File: config.mk
export PLATFORM = sky130hd
export DESIGN_NAME = ctls_nway
export DESIGN_NICKNAME = d
export VERILOG_FILES = /design/src/rtl/ctls_nway.sv
export SDC_FILE = /design/constraint.sdc
export NUM_CORES = 1
export LEC_CHECK = 0
export BUFFER_PORTS_ARGS = -buffer_cell sky130_fd_sc_hd__buf_4
export CORE_ASPECT_RATIO = 0.5
export CORE_MARGIN = 4
export CORE_UTILIZATION = 30
export DETAILED_ROUTE_END_ITERATION = 8
export SKIP_LAST_GASP = 1
export SYNTH_ARGS = -nofsm -noshare
export SYNTH_HDL_FRONTEND = slang
export SYNTH_SLANG_ARGS = --single-unit
File: constraint.sdc
create_clock -name clk -period 6.95 [get_ports clk]
set_input_delay 0.3475 -clock clk [delete_from_list [all_inputs] [get_ports clk]]
set_output_delay 0.3475 -clock clk [all_outputs]
set_load 0.1 [all_outputs]
File: src/rtl/ctls_nway.sv
`default_nettype none
// ============================================================================
// Module   : ctls_nway
// Brief    : N-way traffic-light controller cycling ALLRED -> GREEN -> YELLOW
//            with demand-driven round-robin phase selection. The blinking
//            flash mode is compiled in only when CTLS_FLASH_EN is defined.
// Revision : 1.0 - initial release
// ============================================================================
module ctls_nway #(
    parameter int NUM_DIR    = 4,
    parameter int CW         = 8,
    parameter int FLASH_HALF = 4
) (
    input  logic                       clk,
    input  logic                       rst,
`ifdef CTLS_FLASH_EN
    input  logic                       flash,
`endif
    input  logic [NUM_DIR*CW-1:0]      green_time,
    input  logic [CW-1:0]              yellow_time,
    input  logic [CW-1:0]              allred_time,
    input  logic [NUM_DIR-1:0]         demand,
    output logic [3*NUM_DIR-1:0]       lights,
    output logic [$clog2(NUM_DIR)-1:0] phase,
    output logic [1:0]                 state
);

    localparam int PW = $clog2(NUM_DIR);

    localparam logic [1:0]    c_allred   = 2'b00;
    localparam logic [1:0]    c_green    = 2'b01;
    localparam logic [1:0]    c_yellow   = 2'b10;
    localparam logic [1:0]    c_flash    = 2'b11;
    localparam logic [2:0]    c_lamp_g   = 3'b100;
    localparam logic [2:0]    c_lamp_y   = 3'b010;
    localparam logic [2:0]    c_lamp_r   = 3'b001;
    localparam logic [PW-1:0] c_last_dir = PW'(NUM_DIR - 1);

`ifdef CTLS_FLASH_EN
    localparam int            FW          = $clog2(2 * FLASH_HALF);
    localparam logic [2:0]    c_lamp_off  = 3'b000;
    localparam logic [FW-1:0] c_blink_max = FW'(2 * FLASH_HALF - 1);
    localparam logic [FW-1:0] c_blink_on  = FW'(FLASH_HALF);
`endif

    if (NUM_DIR < 2 || NUM_DIR > 8 || CW < 1 || FLASH_HALF < 1) begin : g_param_check
        $error("ctls_nway: parameter out of range");
    end

    logic [1:0]    r_state;
    logic [1:0]    w_state_nxt;
    logic [CW-1:0] r_cnt;
    logic [CW-1:0] w_cnt_nxt;
    logic [PW-1:0] r_phase;
    logic [PW-1:0] w_phase_nxt;
    logic [PW-1:0] w_search;
    logic          w_last;
`ifdef CTLS_FLASH_EN
    logic [FW-1:0] r_blink;
    logic [FW-1:0] w_blink_nxt;
`endif

    // A zero duration still occupies one cycle.
    function automatic logic [CW-1:0] min1(input logic [CW-1:0] v);
        return (v == '0) ? CW'(1) : v;
    endfunction

    // Round-robin search starting one past the current phase; the final
    // offset (NUM_DIR) lands back on the current phase itself.
    always_comb begin : p_search
        logic [PW:0] w_sum;
        logic        w_found;
        w_search = '0;
        w_found  = 1'b0;
        w_sum    = '0;
        for (int i = 1; i <= NUM_DIR; i++) begin
            w_sum = {1'b0, r_phase} + (PW+1)'(i);
            if (w_sum >= (PW+1)'(NUM_DIR)) begin
                w_sum = w_sum - (PW+1)'(NUM_DIR);
            end
            if (i == 1) begin
                w_search = w_sum[PW-1:0];
            end
            if (!w_found && demand[w_sum[PW-1:0]]) begin
                w_search = w_sum[PW-1:0];
                w_found  = 1'b1;
            end
        end
    end

    always_ff @(posedge clk) begin : p_state_reg
        if (!rst) begin
            r_state <= c_allred;
            r_phase <= c_last_dir;
            r_cnt   <= min1(allred_time);
`ifdef CTLS_FLASH_EN
            r_blink <= '0;
`endif
        end else begin
            r_state <= w_state_nxt;
            r_phase <= w_phase_nxt;
            r_cnt   <= w_cnt_nxt;
`ifdef CTLS_FLASH_EN
            r_blink <= w_blink_nxt;
`endif
        end
    end

    always_comb begin : p_next_state
        w_state_nxt = r_state;
        w_phase_nxt = r_phase;
        w_cnt_nxt   = r_cnt - CW'(1);
        w_last      = (r_cnt <= CW'(1));
        case (r_state)
            c_allred: begin
                if (w_last) begin
                    w_state_nxt = c_green;
                    w_phase_nxt = w_search;
                    w_cnt_nxt   = min1(green_time[int'(w_search)*CW +: CW]);
                end
            end
            c_green: begin
                if (w_last) begin
                    w_state_nxt = c_yellow;
                    w_cnt_nxt   = min1(yellow_time);
                end
            end
            c_yellow: begin
                if (w_last) begin
                    w_state_nxt = c_allred;
                    w_cnt_nxt   = min1(allred_time);
                end
            end
            c_flash: begin
                // Leaving flash always restarts a full clearance interval.
                w_state_nxt = c_allred;
                w_cnt_nxt   = min1(allred_time);
            end
        endcase
`ifdef CTLS_FLASH_EN
        w_blink_nxt = (r_blink == c_blink_max) ? '0 : r_blink + FW'(1);
        if (flash) begin
            w_state_nxt = c_flash;
            w_phase_nxt = r_phase;
            w_cnt_nxt   = r_cnt;
            if (r_state != c_flash) begin
                w_blink_nxt = '0;
            end
        end
`endif
    end

    always_comb begin : p_outputs
        for (int k = 0; k < NUM_DIR; k++) begin
            lights[3*k +: 3] = c_lamp_r;
        end
        case (r_state)
            c_allred: begin
            end
            c_green: begin
                lights[3*int'(r_phase) +: 3] = c_lamp_g;
            end
            c_yellow: begin
                lights[3*int'(r_phase) +: 3] = c_lamp_y;
            end
            c_flash: begin
`ifdef CTLS_FLASH_EN
                for (int k = 0; k < NUM_DIR; k++) begin
                    lights[3*k +: 3] = (r_blink < c_blink_on) ? c_lamp_y : c_lamp_off;
                end
`endif
            end
        endcase
    end

    assign phase = r_phase;
    assign state = r_state;

endmodule
`default_nettype wire

==> flow_metrics.env, run 1 <==
export IMPL_outcome="completed"
export IMPL_power_leakage_nw=1.156
export IMPL_yosys_area_share_adder=0.07097
export IMPL_clock_sinks=12
export IMPL_met3_usage=0.02441
export IMPL_cp_top_family="compound AO/OA/AOI/OAI gates"
export IMPL_max_freq_mhz=286.0
export IMPL_crit_fanout=15
export IMPL_worst_path_buf_inv=2
export IMPL_layout_drive_gt1_share=0.2941
export IMPL_fin_skew_ps=3.345
export IMPL_postRouteWirelength_um=6604
export IMPL_power_frac_seq=0.175
export IMPL_min_period_ps=3497
export IMPL_setup_viol=0
export IMPL_diodes=0
export IMPL_arrival_ps=3630
export IMPL_cap_violations=0
export IMPL_io_buffers=69
export IMPL_synth_flop_cell="dfxtp_1"
export IMPL_grt_setup_unrepaired="no"
export IMPL_post_cts_resized=0
export IMPL_r2r_end="r_cnt[0]"
export IMPL_cts_tree="done"
export IMPL_powerDensity_nw_per_um2=302.9
export IMPL_critical_path_required_ps=7080
export IMPL_timing_hold_ws_ps=381.7
export IMPL_drtAntennaViolNets=0
export IMPL_crit_chain="inv_2, ha_1, and3_1, a31oi_1, o211ai_1, mux2i_1, buf_4, mux4_2, a31oi_1, a21bo_1"
export IMPL_critPathSlowestCell="dfxtp_1"
export IMPL_grt_pass1_vias=2099
export IMPL_avgSynthCellArea_um2=7.757
export IMPL_ios=70
export IMPL_gr_usage_met1=0.2244
export IMPL_grt_busiest_layer="met2"
export IMPL_critPathLaunchType="register"
export IMPL_dr_pass1_iters=4
export IMPL_power_switching_w=0.0004149
export IMPL_worst_path_most_repeated_cell="a31oi_1"
export IMPL_synth_area_um2=1939
export IMPL_wire_per_inst_um=16.76
export IMPL_reg2reg_from="phase[0]"
export IMPL_cp_depth=10
export IMPL_gp_congestion=0.8622
export IMPL_preCtsSetupSlack_ps=3479
export IMPL_rows=20
export IMPL_finalHoldViolations=0
export IMPL_p_int_w=0.0003629
export IMPL_synth_mux_area_frac=0.1432
export IMPL_synth_simple_area_share=0.2439
export IMPL_overflow=0
export IMPL_reg2reg_slack_ps=3450
export IMPL_ys_types=65
export IMPL_sw_frac_of_total=0.5334
export IMPL_finalSetupTns_ps=0
export IMPL_synth_top_family_by_area="compound AO/OA/AOI/OAI gates"
export IMPL_min_delay_path_class="in2reg"
export IMPL_synth_seq_cells=12
export IMPL_drcViolationCount=0
export IMPL_dp_hpwl_um=5366
export IMPL_die_y_um=64.86
export IMPL_clk_latency_ps=240
export IMPL_worstMarginPinSlew_ps=569.4
export IMPL_cpPeakStageDelay_ps=630
export IMPL_areaGrowthSynthToFinish_pct=32.39
export IMPL_synth_xor_area_frac=0.02258
export IMPL_syn_instance_count=250
export IMPL_nets=373
export IMPL_synth_top_cell_area_share=0.1239
export IMPL_clockRootBuffer="clkbuf_16"
export IMPL_path_class="reg2reg"
export IMPL_fillers=630
export IMPL_cts_buffer_depth=2
export IMPL_die_w_um=121.7
export IMPL_drt_iter0_markers=151
export IMPL_p_comb_frac=0.690
export IMPL_clk_pin_slew_worst_paths_ps=40
export IMPL_grt_pass1_wl_um=10380
export IMPL_grt_max_degree=24
export IMPL_max_slew_margin=0.6196
export IMPL_design_core_area_um2=6156
export IMPL_holdPathEnd="r_cnt[7]"
export IMPL_yosys_area_top_type="dfxtp_1"
export IMPL_routed_via_density=5.688
export IMPL_grtUsageMet2=0.2584
export IMPL_syn_nets=315
export IMPL_cts_max_level=1
export IMPL_yosysWarnings=0
export IMPL_period_share=0.5031
export IMPL_end_kind="register"
export IMPL_synth_area_leaders="dfxtp_1, ha_1, mux2i_1"
export IMPL_post_cts_buffers=0
export IMPL_antenna_found_initial=0
export IMPL_die_area_um2=7893
export IMPL_min_path_cells=2
export IMPL_peakVddDrop_uv=84.71
export IMPL_fin_ws_ps=3453
export IMPL_p_clk_frac=0.135
export IMPL_num_vias=2241
export IMPL_synth_edf_count=0
export IMPL_slew_violations=0
export IMPL_min_from="allred_time[7]"
export IMPL_synth_compound_area_frac=0.3219
export IMPL_initial_core_util=0.3150
export IMPL_ys_seq_area_frac=0.1239
export IMPL_synth_async_reset_ratio=0
export IMPL_cts_buffers=3
export IMPL_reg2reg_depth=10
export IMPL_grtUsageTotal=0.1623
export IMPL_hold_buffers=0
==> kinds of logic after synthesis <==
logic type                 count (synthesis)
muxes                                     22
AOI/OAI and AO/OA                         85
xor gates and xnor gates                   5
adders and majority gates                 11
DFF                                       12
and+or+nand+nor                           83
buffers and inverters                     32
==> layout by cell type, fill, tap and decap left out, types with 4 or more instances in the layout <==
master    synthesis  final
and3_1           10     10
nor3_1            4      4
mux2_2            5      5
nor4_1            4      4
o211ai_1         12     12
a31oi_1           4      4
a22oi_1           5      5
buf_4             1     71
mux4_2            4      4
dfxtp_1          12     12
inv_1            13     13
or4_1             5      5
o41ai_1           4      4
a21oi_1           9      9
mux2i_1          12     12
nor2_1           15     15
nand3_1           4      4
o21ai_1           5      5
nand2_1          17     17
ha_1             11     11
nand2b_1          4      4
o21ai_0          16     16
==> routing by layer <==
layer | share of wire | routed length (µm) | vias up
met3 | 0.070 | 464 | 10
met5 | 0 | 0 | -
met1 | 0.45 | 2977 | 1069
met4 | 0.016 | 108 | 0
li1 | - | - | 1076
met2 | 0.46 | 3054 | 86
==> synth_stat cells, types with 2 or more instances <==
| master | instances |
|---|---|
| buf_2 | 3 |
| or4_1 | 5 |
| clkbuf_1 | 12 |
| o21bai_1 | 2 |
| and3_1 | 10 |
| o21ai_0 | 16 |
| xor2_1 | 2 |
| a311oi_1 | 2 |
| o211ai_1 | 12 |
| a22o_1 | 3 |
| a211o_1 | 3 |
| mux4_2 | 4 |
| o211a_1 | 2 |
| a21o_1 | 2 |
| ha_1 | 11 |
| nand3b_1 | 3 |
| o21ai_1 | 5 |
| and3b_1 | 2 |
| nor2_1 | 15 |
| a21oi_1 | 9 |
| a22oi_1 | 5 |
| nand4_1 | 2 |
| nand2b_1 | 4 |
| a211oi_1 | 2 |
| o41ai_1 | 4 |
| mux2i_1 | 12 |
| nor4_1 | 4 |
| nand3_1 | 4 |
| buf_6 | 2 |
| nor3_1 | 4 |
| mux2_2 | 5 |
| a221oi_1 | 2 |
| nand2_1 | 17 |
| a31oi_1 | 4 |
| xnor2_1 | 3 |
| dfxtp_1 | 12 |
| inv_1 | 13 |
==> registers in the layout (all words and copies together), names as in the netlist <==
signal / flops
r_cnt: 8
phase: 2
state: 2
==> power by group through the flow <==
stage / sequential, W / clock, W / combinational (W)
final: 0.000136 / 0.000105 / 0.000537
after global routing: 0.000141 / 0.000109 / 0.000581
after CTS: 0.000135 / 0.000105 / 0.000532
after detailed placement: 0.000137 / 0 / 0.000530
after global placement: 0.000135 / 0 / 0.000524
after floorplan: 0.000148 / 0 / 0.000392
==> how the worst max path moves through the flow <==
stage           endpoint  startpoint
5_1_grt         r_cnt[0]    phase[0]
2_1_floorplan  lights[6]    phase[0]
6_report        r_cnt[0]    phase[0]
4_1_cts         r_cnt[0]    phase[0]
3_3_place_gp    r_cnt[0]    phase[0]
3_5_place_dp    r_cnt[0]    phase[0]
==> cell type report <==
cell class | instances | area [µm²] | area share
clock buffer | 3 | 75.07 | 0.02924
inverter | 14 | 52.55 | 0.02047
multi-input combinational | 206 | 1556 | 0.6062
sequential | 12 | 240.2 | 0.09357
tap | 88 | 110.1 | 0.04289
timing repair buffer | 71 | 533.0 | 0.2076
==> per-stage QoR <==
stage          cells    util  cell area, µm²  total power (W)
6_report         394  0.4171            2567        0.0007778
5_1_grt          394  0.4171            2567        0.0008313
4_1_cts          394  0.4171            2567        0.0007723
3_5_place_dp     391  0.4049            2492        0.0006667
3_3_place_gp     391  0.4049            2492        0.0006584
2_1_floorplan    250       -            1939        0.0005402
No activity file was read; power rests on OpenSTA's default activity.
==> inputs of run 2 (changes only) <==
Settings changed: ABC_AREA from default to 1.
Clock period 6.95 ns to 3.1 ns, I/O delays scaled along.
==> run 2 against run 1 <==
  * Clock skew shrank 2.8 ps
  * Critical path depth rose by 9
  * Sequential share of layout area rose by 0.34 points
  * Critical path type unchanged
  * Hold slack worse by 240 ps
  * Critical endpoint unchanged
  * Sequential cell count unchanged
  * Clock power increased by 150%
  * Total power grew 110%
  * Fmax is 31% higher
  * Global-route usage decreased by 0.63 points
  * Routed wire length fell by 7.0%
  * Highest routed layer is now met3
==> flow_metrics.env, run 2 <==
export IMPL_outcome="completed"
export IMPL_path_class="reg2reg"
export IMPL_drtAntennaViolNets=0
export IMPL_max_freq_mhz=373.7
export IMPL_synth_edf_count=0
export IMPL_holdPathEnd="r_cnt[7]"
export IMPL_die_w_um=118.8
export IMPL_power_leakage_nw=1.252
export IMPL_routed_via_density=5.079
export IMPL_nets=448
export IMPL_clk_latency_ps=240
export IMPL_cts_buffers=3
export IMPL_grt_pass1_vias=2109
export IMPL_wire_per_inst_um=13.51
export IMPL_clockRootBuffer="clkbuf_16"
export IMPL_r2r_end="r_cnt[0]"
export IMPL_finalSetupTns_ps=0
export IMPL_critical_path_required_ps=3280
export IMPL_powerDensity_nw_per_um2=660.2
export IMPL_preCtsSetupSlack_ps=460.5
export IMPL_ios=70
export IMPL_overflow=0
export IMPL_diodes=0
export IMPL_reg2reg_slack_ps=420
export IMPL_cp_top_family="simple AND/OR/NAND/NOR gates"
export IMPL_syn_nets=383
export IMPL_drt_iter0_markers=185
export IMPL_ys_seq_area_frac=0.1304
export IMPL_cts_max_level=1
export IMPL_num_vias=2311
export IMPL_post_cts_buffers=0
export IMPL_fin_ws_ps=424.0
export IMPL_gp_congestion=0.8824
export IMPL_crit_chain="inv_1, ha_1, inv_1, nand3_2, nand2_4, nand2_2, nand2_1, nand2_2, nand2_4, nand2_4, nand2_1, nand3_1, nand2_1, nand2_1, nor2_1, nand2_1, nand2_1, nand2_1, a21oi_2"
export IMPL_drcViolationCount=0
export IMPL_cap_violations=0
export IMPL_clk_pin_slew_worst_paths_ps=40
export IMPL_hold_buffers=0
export IMPL_postRouteWirelength_um=6145
export IMPL_post_cts_resized=0
export IMPL_grtUsageTotal=0.1560
export IMPL_design_core_area_um2=5705
export IMPL_finalHoldViolations=0
export IMPL_layout_drive_gt1_share=0.2644
export IMPL_ys_types=32
export IMPL_syn_instance_count=318
export IMPL_crit_fanout=17
export IMPL_layout_commonest_cell="nand2_1"
export IMPL_timing_hold_ws_ps=145.1
export IMPL_grt_max_degree=18
export IMPL_yosysWarnings=0
export IMPL_largest_reg_flops=8
export IMPL_yosys_area_top_type="nand2_1"
export IMPL_critPathLaunchType="register"
export IMPL_die_area_um2=7533
export IMPL_crit_path_start="phase[1]"
export IMPL_cts_buffer_depth=2
export IMPL_reg2reg_depth=19
export IMPL_max_slew_margin=0.4977
export IMPL_dp_hpwl_um=4975
export IMPL_io_buffers=69
export IMPL_dr_pass1_iters=4
export IMPL_min_delay_path_class="in2reg"
export IMPL_synthTopCellsByCount="nand2_1, nand3_1, inv_1"
export IMPL_grt_pass1_wl_um=9867
export IMPL_synth_area_leaders="nand2_1, nand3_1, dfxtp_1"
export IMPL_min_period_ps=2676
export IMPL_slew_violations=0
export IMPL_synth_area_um2=1842
export IMPL_antenna_found_initial=0
export IMPL_synth_flop_cell="dfxtp_1"
export IMPL_fillers=606
export IMPL_min_path_cells=3
export IMPL_synth_async_reset_ratio=0
export IMPL_regMostFlops="r_cnt"
export IMPL_layout_common_cells="nand2_1, buf_4, nand3_1"
export IMPL_worstMarginPinSlew_ps=750.6
export IMPL_synth_seq_cells=12
export IMPL_avgSynthCellArea_um2=5.792
export IMPL_peakVddDrop_uv=255.4
export IMPL_die_y_um=63.41
export IMPL_fin_skew_ps=0.5194
export IMPL_yosysMostFrequentCell="nand2_1"
export IMPL_rows=19
export IMPL_end_kind="register"
export IMPL_worst_path_most_repeated_cell="nand2_1"
export IMPL_critPathSlowestCell="dfxtp_2"
export IMPL_grt_setup_unrepaired="no"
export IMPL_reg2reg_from="phase[1]"
export IMPL_min_from="allred_time[7]"
export IMPL_arrival_ps=2850
export IMPL_cts_tree="done"
export IMPL_power_total_w=0.001645
export IMPL_cpPeakStageDelay_ps=430
export IMPL_setup_viol=0
export IMPL_worst_path_buf_inv=2
export IMPL_areaGrowthSynthToFinish_pct=35.26
export IMPL_initial_core_util=0.3228
export IMPL_synth_top_cell_area_share=0.1712
export IMPL_period_share=0.8632
export IMPL_clock_sinks=12
[run 2: cell count changes after synthesis, sizes merged, moves of 6 or more]
cell,change
nand2,+79
a21oi,+13
o211ai,-6
nor2,+16
mux2,-6
nand3,+48
mux2i,-12
and3,-10
inv,+21
[run 2: cell type report]
class                      count  area (µm²)  share of cell area
multi-input combinational    259        1396              0.5605
timing repair buffer          71       533.0              0.2140
sequential                    12       241.5             0.09694
inverter                      36       140.1             0.05625
tap                           73       91.34             0.03666
clock buffer                   4       88.84             0.03566
[run 2: metrics by stage]
stage	utilization	instance area, µm²	cells
floorplan	-	1843	318
global placement	0.4211	2402	451
detailed placement	0.4211	2402	451
CTS	0.4366	2491	455
global route	0.4366	2491	455
finish	0.4366	2491	455
[run 2: report_power, final]
part	leakage, nW	internal, W	total (W)	switching, W
Combinational	1.11	0.000350	0.00113	0.000782
Sequential	0.0993	0.000204	0.000251	0.0000473
Clock	0.0442	0.000195	0.000262	0.0000676
Total	1.25	0.000748	0.00164	0.000896
[run 2: how the worst max path moves through the flow]
| stage | end | slack [ps] | cells after the start |
|---|---|---|---|
| 2_1_floorplan | lights[11] | -20 | 4 |
| 3_3_place_gp | r_cnt[0] | 550 | 19 |
| 3_5_place_dp | r_cnt[0] | 460 | 19 |
| 4_1_cts | r_cnt[0] | 440 | 19 |
| 5_1_grt | r_cnt[0] | 180 | 19 |
| 6_report | r_cnt[0] | 420 | 19 |
[run 2: cells by family (layout without fill, tap and decap cells)]
kind of cell               after synthesis  count (layout)  share of synthesized area
and+or+nand+nor                        187             187                     0.4837
AOI/OAI and AO/OA                       60              60                     0.1950
buffers and inverters                   47             111                     0.1114
DFF                                     12              12                     0.1304
adders and majority gates               11              11                    0.07473
xor gates and xnor gates                 1               1                   0.004756
[run 2: tightest hold or removal path, cell delays in order]
cell and delay [ps]:
buf_4 100, nand2_1 50, nand2_1 50
[run 2: routing by layer]
metal	vias up	global-route usage	wire, µm
met5	-	0	0
met4	0	0.02020	0
met3	0	0.02055	303
met2	67	0.2728	2956
met1	1052	0.2110	2885
li1	1192	-	-
==> inputs of run 3 (changes only) <==
Settings changed: ABC_AREA 1 to default, CTS_CLUSTER_SIZE from default to 8.
==> run 3 against run 2 <==
  * Hold slack gained 22 ps
  * Count of clock-buffer cells in the layout did not move
  * Critical path depth decreased by 10
  * Cell count fell by 12%
  * Routed wire length rose by 6.7%
  * Register-to-register slack lost 180 ps
  * Die area grew 4.8%
  * Largest power group unchanged
==> flow_metrics.env, run 3 (synthesis results as in run 1) <==
export IMPL_design_core_area_um2=6156
export IMPL_io_buffers=69
export IMPL_gp_congestion=0.8540
export IMPL_clk_latency_ps=250
export IMPL_cts_buffers=3
export IMPL_num_vias=2224
export IMPL_grt_max_degree=23
export IMPL_outcome="completed"
export IMPL_post_cts_buffers=0
export IMPL_cts_tree="done"
export IMPL_powerDensity_nw_per_um2=685.4
export IMPL_critical_path_required_ps=3240
export IMPL_arrival_ps=2990
export IMPL_min_delay_path_class="in2reg"
export IMPL_dr_pass1_iters=4
export IMPL_finalHoldViolations=0
export IMPL_grt_pass1_vias=2063
export IMPL_period_share=0.9201
export IMPL_power_leakage_nw=1.194
export IMPL_layout_drive_gt1_share=0.3195
export IMPL_end_kind="register"
export IMPL_clockRootBuffer="clkbuf_16"
export IMPL_wire_per_inst_um=16.35
export IMPL_hold_buffers=0
export IMPL_cp_top_family="compound AO/OA/AOI/OAI gates"
export IMPL_dpl_cell_area_um2=2549
export IMPL_rows=20
export IMPL_routed_via_density=5.546
export IMPL_max_freq_mhz=350.6
export IMPL_largest_reg_flops=8
export IMPL_max_slew_margin=0.6431
export IMPL_slew_violations=0
export IMPL_peakVddDrop_uv=232.8
export IMPL_critPathLaunchType="register"
export IMPL_path_class="reg2reg"
export IMPL_grtUsageTotal=0.1630
export IMPL_die_w_um=121.7
export IMPL_dp_hpwl_um=5381
export IMPL_fin_area_um2=2638
export IMPL_post_cts_resized=0
export IMPL_grt_setup_unrepaired="no"
export IMPL_die_area_um2=7893
export IMPL_min_period_ps=2852
export IMPL_ios=70
export IMPL_grt_pass1_wl_um=10340
export IMPL_worst_path_buf_inv=1
export IMPL_overflow=0
export IMPL_initial_core_util=0.3150
export IMPL_layout_commonest_cell="buf_4"
export IMPL_fin_skew_ps=1.015
export IMPL_cts_max_level=1
export IMPL_layout_common_cells="buf_4, nand2_1, o21ai_0"
export IMPL_crit_fanout=6
export IMPL_cpPeakStageDelay_ps=500
export IMPL_nets=379
export IMPL_crit_chain="inv_1, ha_1, or4b_1, o211a_1, o211ai_2, o21a_1, mux4_2, a31oi_1, a21bo_1"
export IMPL_drt_iter0_markers=173
export IMPL_areaGrowthSynthToFinish_pct=36.00
export IMPL_clock_sinks=12
export IMPL_die_y_um=64.86
export IMPL_clk_pin_slew_worst_paths_ps=50
export IMPL_cap_violations=0
export IMPL_setup_viol=0
export IMPL_finalSetupTns_ps=0
export IMPL_regMostFlops="r_cnt"
export IMPL_worstMarginPinSlew_ps=534.3
export IMPL_diodes=0
export IMPL_postRouteWirelength_um=6558
export IMPL_drtAntennaViolNets=0
export IMPL_cts_buffer_depth=2
export IMPL_drcViolationCount=0
export IMPL_antenna_found_initial=0
export IMPL_critPathSlowestCell="or4b_1"
run 3: changes by cell type in the layout (fill, tap and decap cells not counted), moves of 5 or more:
cell      previous run  this run
nand3_1             49         4
a21oi_1             20         9
nand2_1             84        17
nor2_1              28        15
nand2_2              5         0
o211ai_1             7        12
a22oi_1              0         5
mux2_2               0         5
mux2i_1              0        11
nand2_4              7         0
inv_1               34        13
or4_1                0         5
and3_1               0        10
buf_4               71        77
run 3: final timing paths:
check,start,to,slack [ps],depth (start not counted)
worst max register to register,phase[1],r_cnt[0],250,9
worst min-delay path,allred_time[3],r_cnt[3],170,3
worst min register to register,state[0],state[0],580,2
worst max-delay path,phase[1],r_cnt[0],250,9
run 3: per-layer routing:
layer  GRT usage  vias to the layer above  share of wire
met4     0.03631                        0          0.014
met1      0.2302                     1037           0.47
met3     0.01918                       10          0.063
met5           0                        -              0
met2      0.2660                       83           0.46
li1            -                     1094              -
run 3: power by group:
part | switching, W | leakage, nW | internal, W
clock | 0.0000786 | 0.0442 | 0.000196
sequential | 0.0000748 | 0.0996 | 0.000212
combinational | 0.000792 | 1.05 | 0.000454
total | 0.000945 | 1.19 | 0.000862
run 3: through the flow:
step	instances	setup slack [ps]	power (W)	utilization	hold WS (ps)
2_1_floorplan	250	-624.8	0.001221	-	287.8
3_3_place_gp	397	378.1	0.001503	0.4140	416.4
3_5_place_dp	397	283.2	0.001516	0.4140	416.4
4_1_cts	401	259.1	0.001794	0.4285	165.0
5_1_grt	401	82.08	0.001928	0.4285	192.6
6_report	401	247.7	0.001808	0.4285	167.4
run 3: cell type report:
class                      count  area [µm²]
tap                           88       110.1
clock buffer                   4       88.84
multi-input combinational    206        1560
timing repair buffer          77       578.1
sequential                    12       247.7
fill                         645        3518
inverter                      14       52.55
run 3: worst min-delay path: stages:
cell	delay, ps
buf_4	100
a32oi_1	50
nand3_1	70
